<file path="src/rtl/mem_bus_arbiter.sv">
// rtl/mem_bus_arbiter.sv - two-master arbiter for a single fixed-latency memory port
//
// Purpose: grants the memory port to master 0 (control unit) or master 1
// (DMA/debug loader), holds MEM_READ/MEM_WRITE for ACCESS_CYCLES cycles,
// returns read data and a one-cycle DONE pulse to the winner.
// Optional macro MEM_ARB_FIXED_PRIO_EN: when defined, master 0 always wins
// ties; when undefined, ties are broken round-robin.
//
// Ports:
//   CLK, RST                 clock, synchronous active-high reset
//   Mx_REQ/WE/ADDR/WDATA     requester inputs (x = 0, 1), latched at grant
//   Mx_GNT/DONE/RDATA        grant, completion pulse, last read data
//   MEM_ADDR/READ/WRITE/WDATA/RDATA  memory-side port
//   BUSY                     arbiter not idle
module mem_bus_arbiter #(
    parameter int DATA_WIDTH    = 32,
    parameter int ADDR_WIDTH    = 26,
    parameter int ACCESS_CYCLES = 2
) (
    input  logic                  CLK,
    input  logic                  RST,
    input  logic                  M0_REQ,
    input  logic                  M0_WE,
    input  logic [ADDR_WIDTH-1:0] M0_ADDR,
    input  logic [DATA_WIDTH-1:0] M0_WDATA,
    output logic                  M0_GNT,
    output logic                  M0_DONE,
    output logic [DATA_WIDTH-1:0] M0_RDATA,
    input  logic                  M1_REQ,
    input  logic                  M1_WE,
    input  logic [ADDR_WIDTH-1:0] M1_ADDR,
    input  logic [DATA_WIDTH-1:0] M1_WDATA,
    output logic                  M1_GNT,
    output logic                  M1_DONE,
    output logic [DATA_WIDTH-1:0] M1_RDATA,
    output logic [ADDR_WIDTH-1:0] MEM_ADDR,
    output logic                  MEM_READ,
    output logic                  MEM_WRITE,
    output logic [DATA_WIDTH-1:0] MEM_WDATA,
    input  logic [DATA_WIDTH-1:0] MEM_RDATA,
    output logic                  BUSY
);

    localparam int CW = (ACCESS_CYCLES > 1) ? $clog2(ACCESS_CYCLES) : 1;

    typedef enum logic [1:0] {S_IDLE, S_ACCESS, S_DONE} state_t;

    state_t          state;
    state_t          state_next;
    logic [CW-1:0]   cnt;
    logic            owner;      // master that currently owns the bus
    logic            any_req;
    logic            winner;     // 0 = master 0, 1 = master 1
    logic            win_we;

`ifndef MEM_ARB_FIXED_PRIO_EN
    logic            last;       // master served most recently
`endif

    // State register
    always_ff @(posedge CLK) begin
        if (RST) state <= S_IDLE;
        else     state <= state_next;
    end

    // Arbitration and next-state logic
    always_comb begin
        any_req = M0_REQ | M1_REQ;
`ifdef MEM_ARB_FIXED_PRIO_EN
        winner = ~M0_REQ;
`else
        // On a tie the master that was not served last wins.
        winner = (M0_REQ & M1_REQ) ? ~last : M1_REQ;
`endif
        win_we = winner ? M1_WE : M0_WE;

        state_next = state;
        case (state)
            S_IDLE:   if (any_req) state_next = S_ACCESS;
            S_ACCESS: if (cnt == '0) state_next = S_DONE;
            S_DONE:   state_next = S_IDLE;
            default:  state_next = S_IDLE;
        endcase
    end

    // Registered outputs and datapath
    always_ff @(posedge CLK) begin
        if (RST) begin
            M0_GNT    <= 1'b0;
            M1_GNT    <= 1'b0;
            M0_DONE   <= 1'b0;
            M1_DONE   <= 1'b0;
            M0_RDATA  <= '0;
            M1_RDATA  <= '0;
            MEM_ADDR  <= '0;
            MEM_WDATA <= '0;
            MEM_READ  <= 1'b0;
            MEM_WRITE <= 1'b0;
            BUSY      <= 1'b0;
            cnt       <= '0;
            owner     <= 1'b0;
`ifndef MEM_ARB_FIXED_PRIO_EN
            last      <= 1'b1;
`endif
        end else begin
            case (state)
                S_IDLE: begin
                    if (any_req) begin
                        owner     <= winner;
`ifndef MEM_ARB_FIXED_PRIO_EN
                        last      <= winner;
`endif
                        MEM_ADDR  <= winner ? M1_ADDR : M0_ADDR;
                        MEM_WDATA <= winner ? M1_WDATA : M0_WDATA;
                        MEM_READ  <= ~win_we;
                        MEM_WRITE <= win_we;
                        M0_GNT    <= ~winner;
                        M1_GNT    <= winner;
                        BUSY      <= 1'b1;
                        cnt       <= CW'(ACCESS_CYCLES - 1);
                    end
                end
                S_ACCESS: begin
                    if (cnt == '0) begin
                        // MEM_RDATA is valid only in this final access cycle.
                        if (MEM_READ) begin
                            if (owner) M1_RDATA <= MEM_RDATA;
                            else       M0_RDATA <= MEM_RDATA;
                        end
                        MEM_READ  <= 1'b0;
                        MEM_WRITE <= 1'b0;
                        M0_DONE   <= ~owner;
                        M1_DONE   <= owner;
                    end else begin
                        cnt <= cnt - CW'(1);
                    end
                end
                S_DONE: begin
                    M0_GNT  <= 1'b0;
                    M1_GNT  <= 1'b0;
                    M0_DONE <= 1'b0;
                    M1_DONE <= 1'b0;
                    BUSY    <= 1'b0;
                end
                default: ;
            endcase
        end
    end

endmodule
</file>
<file path="config.mk">
export PLATFORM = sky130hd
export DESIGN_NAME = mem_bus_arbiter
export DESIGN_NICKNAME = d
export VERILOG_FILES = /design/src/rtl/mem_bus_arbiter.sv
export SDC_FILE = /design/constraint.sdc
export NUM_CORES = 1
export LEC_CHECK = 0
export CAP_MARGIN = 20
export CORE_MARGIN = 4
export CORE_UTILIZATION = 34
export CTS_CLUSTER_DIAMETER = 50
export DETAILED_ROUTE_END_ITERATION = 16
export GPL_ROUTABILITY_DRIVEN = 1
export HOLD_SLACK_MARGIN = 0.02
export PLACE_DENSITY = 0.78
export SETUP_SLACK_MARGIN = 0.3
export SLEW_MARGIN = 0
export SYNTH_ARGS = -nofsm -noshare
export SYNTH_HDL_FRONTEND = slang
export SYNTH_SLANG_ARGS = --single-unit
</file>
<file path="constraint.sdc">
create_clock -name CLK -period 1.3 [get_ports CLK]
set_clock_uncertainty 0.05 [all_clocks]
set_input_delay 0.26 -clock CLK [delete_from_list [all_inputs] [get_ports CLK]]
set_output_delay 0.26 -clock CLK [all_outputs]
set_load 0.03 [all_outputs]
</file>
==> metrics.cfg <==
[outcome]
outcome=complete, but fails checks
violations=setup timing

[route]
dr.pass1.iters=5
wirelength_um=23900
vias=5997
drt_iter0_drc=418
antenna_left=0
viasPerCell=5.32
drc=0
wl_per_cell_um=21.2

[grt]
grt_max_degree=56
grt_usage_pct=22.2
grt_pass1_wl_um=28700
grt_pass1_vias=5338
antenna_found_initial=0
globalRouteOverflowTotal=0

[placed_design]
dp.cells=1042
post_dp_cell_area_um2=7900
dp_hpwl_um=12900
port_buffers=282
routabilityCongestion=0.865

[die]
rows=43
start_util_pct=35.1
die_w_um=129
ios=283
dieArea_um2=16600
die_h_um=129
core-area_um2=14100

[clocking]
htree_levels=4
clock_tree.buffer_depth=2
clkLatencyLatePin_ns=0.41
clockRootBuffer=clkbuf_16
clkTransAtPathRegs_ns=0.06
cts-buffers-inserted=17
cts.sinks=134
cts_tree=done

[synth]
netlist_area_um2=4950
syn-num-nets=754
synthArstFlopShare_pct=0
synth_xor_area_share_pct=0
yosys.area_share.adder_pct=0
synth-edff-count=0
synth_top_family_by_area=compound AO/OA/AOI/OAI gates
ys_warn_count=0
synth_compound_area_share_pct=23.4
ys_types=28
seq_area_frac_synth_pct=54.2
synth-simple-area-share_pct=17.5
ys.flop_type=dfxtp_1
synth_mux_area_share_pct=0
avgSynthCellArea_um2=8.25
synthCells=600
ys_ff_latch=134

[worst_setup_path]
cp_cell_sequence=nor2_4 > o21ai_4 > buf_12 > clkbuf_16 > a22oi_1 > a21oi_1
slowest_delay_ns=0.38
cp_max_fo=8
ff2ff_path_depth=6
endpoint_kind=flip-flop
cp_slowest_cell=dfxtp_4
crit_path_end=MEM_WDATA[7]$_SDFFE_PP0P_
rrSetupSlack_ns=-0.18
start_kind=flip-flop
r2r-end=MEM_WDATA[7]$_SDFFE_PP0P_
cp.required_ns=1.53
crit_start=state[1]$_SDFFE_PP0P_
reg2reg_from=state[1]$_SDFFE_PP0P_
crit_type=reg2reg
arrival_ns=1.71

[timing]
rsz0062_at_grt=yes
period_share_pct=113
hold_violations=0
setup_viol=115
final-max-slew-violation-count=0
worst_pin_slew_ns=0.345
max_freq_ghz=0.678
setup_slack_ns=-0.175
slew_headroom_pct=77.0
fin_crit_ns=1.48

[power]
powerDensity_nw_per_um2=1240
total_power_mw=12.8
ir_drop_mv=0.936
leakage_nw=4.18

[min_path]
hold_path.class=in2reg
worstHoldStart=RST

[layout]
diodes=0
syn2layout_area_growth_pct=109
final_cell_count_no_fill=1128
final-seq-area_um2=2780
filler_cell_count=907
nNetsFinal=1089
layout-drive-gt1-share_pct=50.0
final_cell_area_um2=10400
multi_input_area_um2=2820
finish.utilization_pct=73.4

[flow_run]
maxCapViolations=0

-- cells by family after synthesis --
logic type             count (synthesis)
AND/OR/NAND/NOR                      217
buffers and inverters                 51
AO/OA/AOI/OAI                        198
flip-flops                           134
-- placed cells by master (no fill, tap or decap), drive strengths merged, types with 3 or more instances in the layout --
master	n
a21oi	129
a22oi	56
a311oi	3
a31oi	3
buf	207
bufinv	3
clkbuf	30
clkdlybuf4s50	150
clkinv	4
dfxtp	134
nand2	192
nand2b	3
nor2	11
o21ai	3
-- power by group --
part           switching, mW  internal (mW)
registers              0.214           4.38
logic                   1.60           1.65
clock network           1.79           3.17
total                   3.61           9.19
-- metrics by stage --
stage	TNS, ns	setup slack [ns]	hold slack, ns
floorplan	0	0.0393	0.346
global placement	-27.43	-0.445	0.392
detailed placement	-29.18	-0.477	0.397
CTS	-2.34	-0.0872	0.0540
global route	-14.99	-0.219	0.0642
finish	-8.79	-0.175	0.0744
-- flip-flops by register name (all words and copies together) (netlist names) --
name       flops
MEM_ADDR      26
owner          1
M1_GNT         1
M0_DONE        1
MEM_WRITE      1
MEM_READ       1
MEM_WDATA     32
M0_GNT         1
cnt            1
state          2
last           1
M0_RDATA      32
M1_DONE        1
M1_RDATA      32
BUSY           1
-- worst min-delay path by stage --
stage / depth (start not counted) / end
after detailed placement: 2 / M0_RDATA[1]$_SDFFE_PP0P_
after global placement: 2 / M1_RDATA[3]$_SDFFE_PP0P_
after global routing: 2 / state[1]$_SDFFE_PP0P_
final: 2 / state[1]$_SDFFE_PP0P_
after floorplan: 2 / M1_RDATA[18]$_SDFFE_PP0P_
after CTS: 2 / state[1]$_SDFFE_PP0P_
-- critical path: cells and delay by family, from the launching register on --
family                 cells  cell delay, ns
DFF                        1            0.38
and+or+nand+nor            1            0.15
buffers and inverters      2            0.34
AOI/OAI and AO/OA          3            0.41
-- timing repair --
item / in CTS / in global routing
endpoints found under the hold margin: 0 / 0
pin swaps: 36 / 84
buffers inserted: 8 / 34
setup endpoints to repair: 262 / 263
hold buffers: 0 / 0
gates resized for setup: 72 / 301
gates cloned: 5 / 7
-- per-layer routing --
| metal | global-route usage, % | share of wire (%) | wire (um) |
|---|---|---|---|
| met5 | 0 | 0 | 0 |
| met4 | 8.52 | 3.3 | 794 |
| met3 | 7.97 | 9.4 | 2250 |
| met2 | 37.6 | 51 | 12200 |
| met1 | 25.7 | 36 | 8600 |
-- cell type report --
| class | instances | share of cell area (%) |
|---|---|---|
| Tap cell | 180 | 2.18 |
| Clock inverter | 8 | 1.17 |
| Multi-Input combinational cell | 415 | 27.2 |
| Inverter | 2 | 0.0967 |
| Clock buffer | 24 | 4.65 |
| Timing Repair Buffer | 365 | 37.9 |
| Sequential cell | 134 | 26.8 |
-- synth_stat cells (3+ instances only) --
cell type  number  area [um2]
a311oi_1        3        26.3
a22oi_1        56         420
nand2_1       192         721
nor2_1         11        41.3
nand2b_1        3        18.8
dfxtp_1       134        2680
buf_2          13        65.1
buf_4           8        60.1
a31oi_1         3        18.8
clkbuf_1       27         101
a21oi_1       129         646
Power figures use the tool's default switching activity.
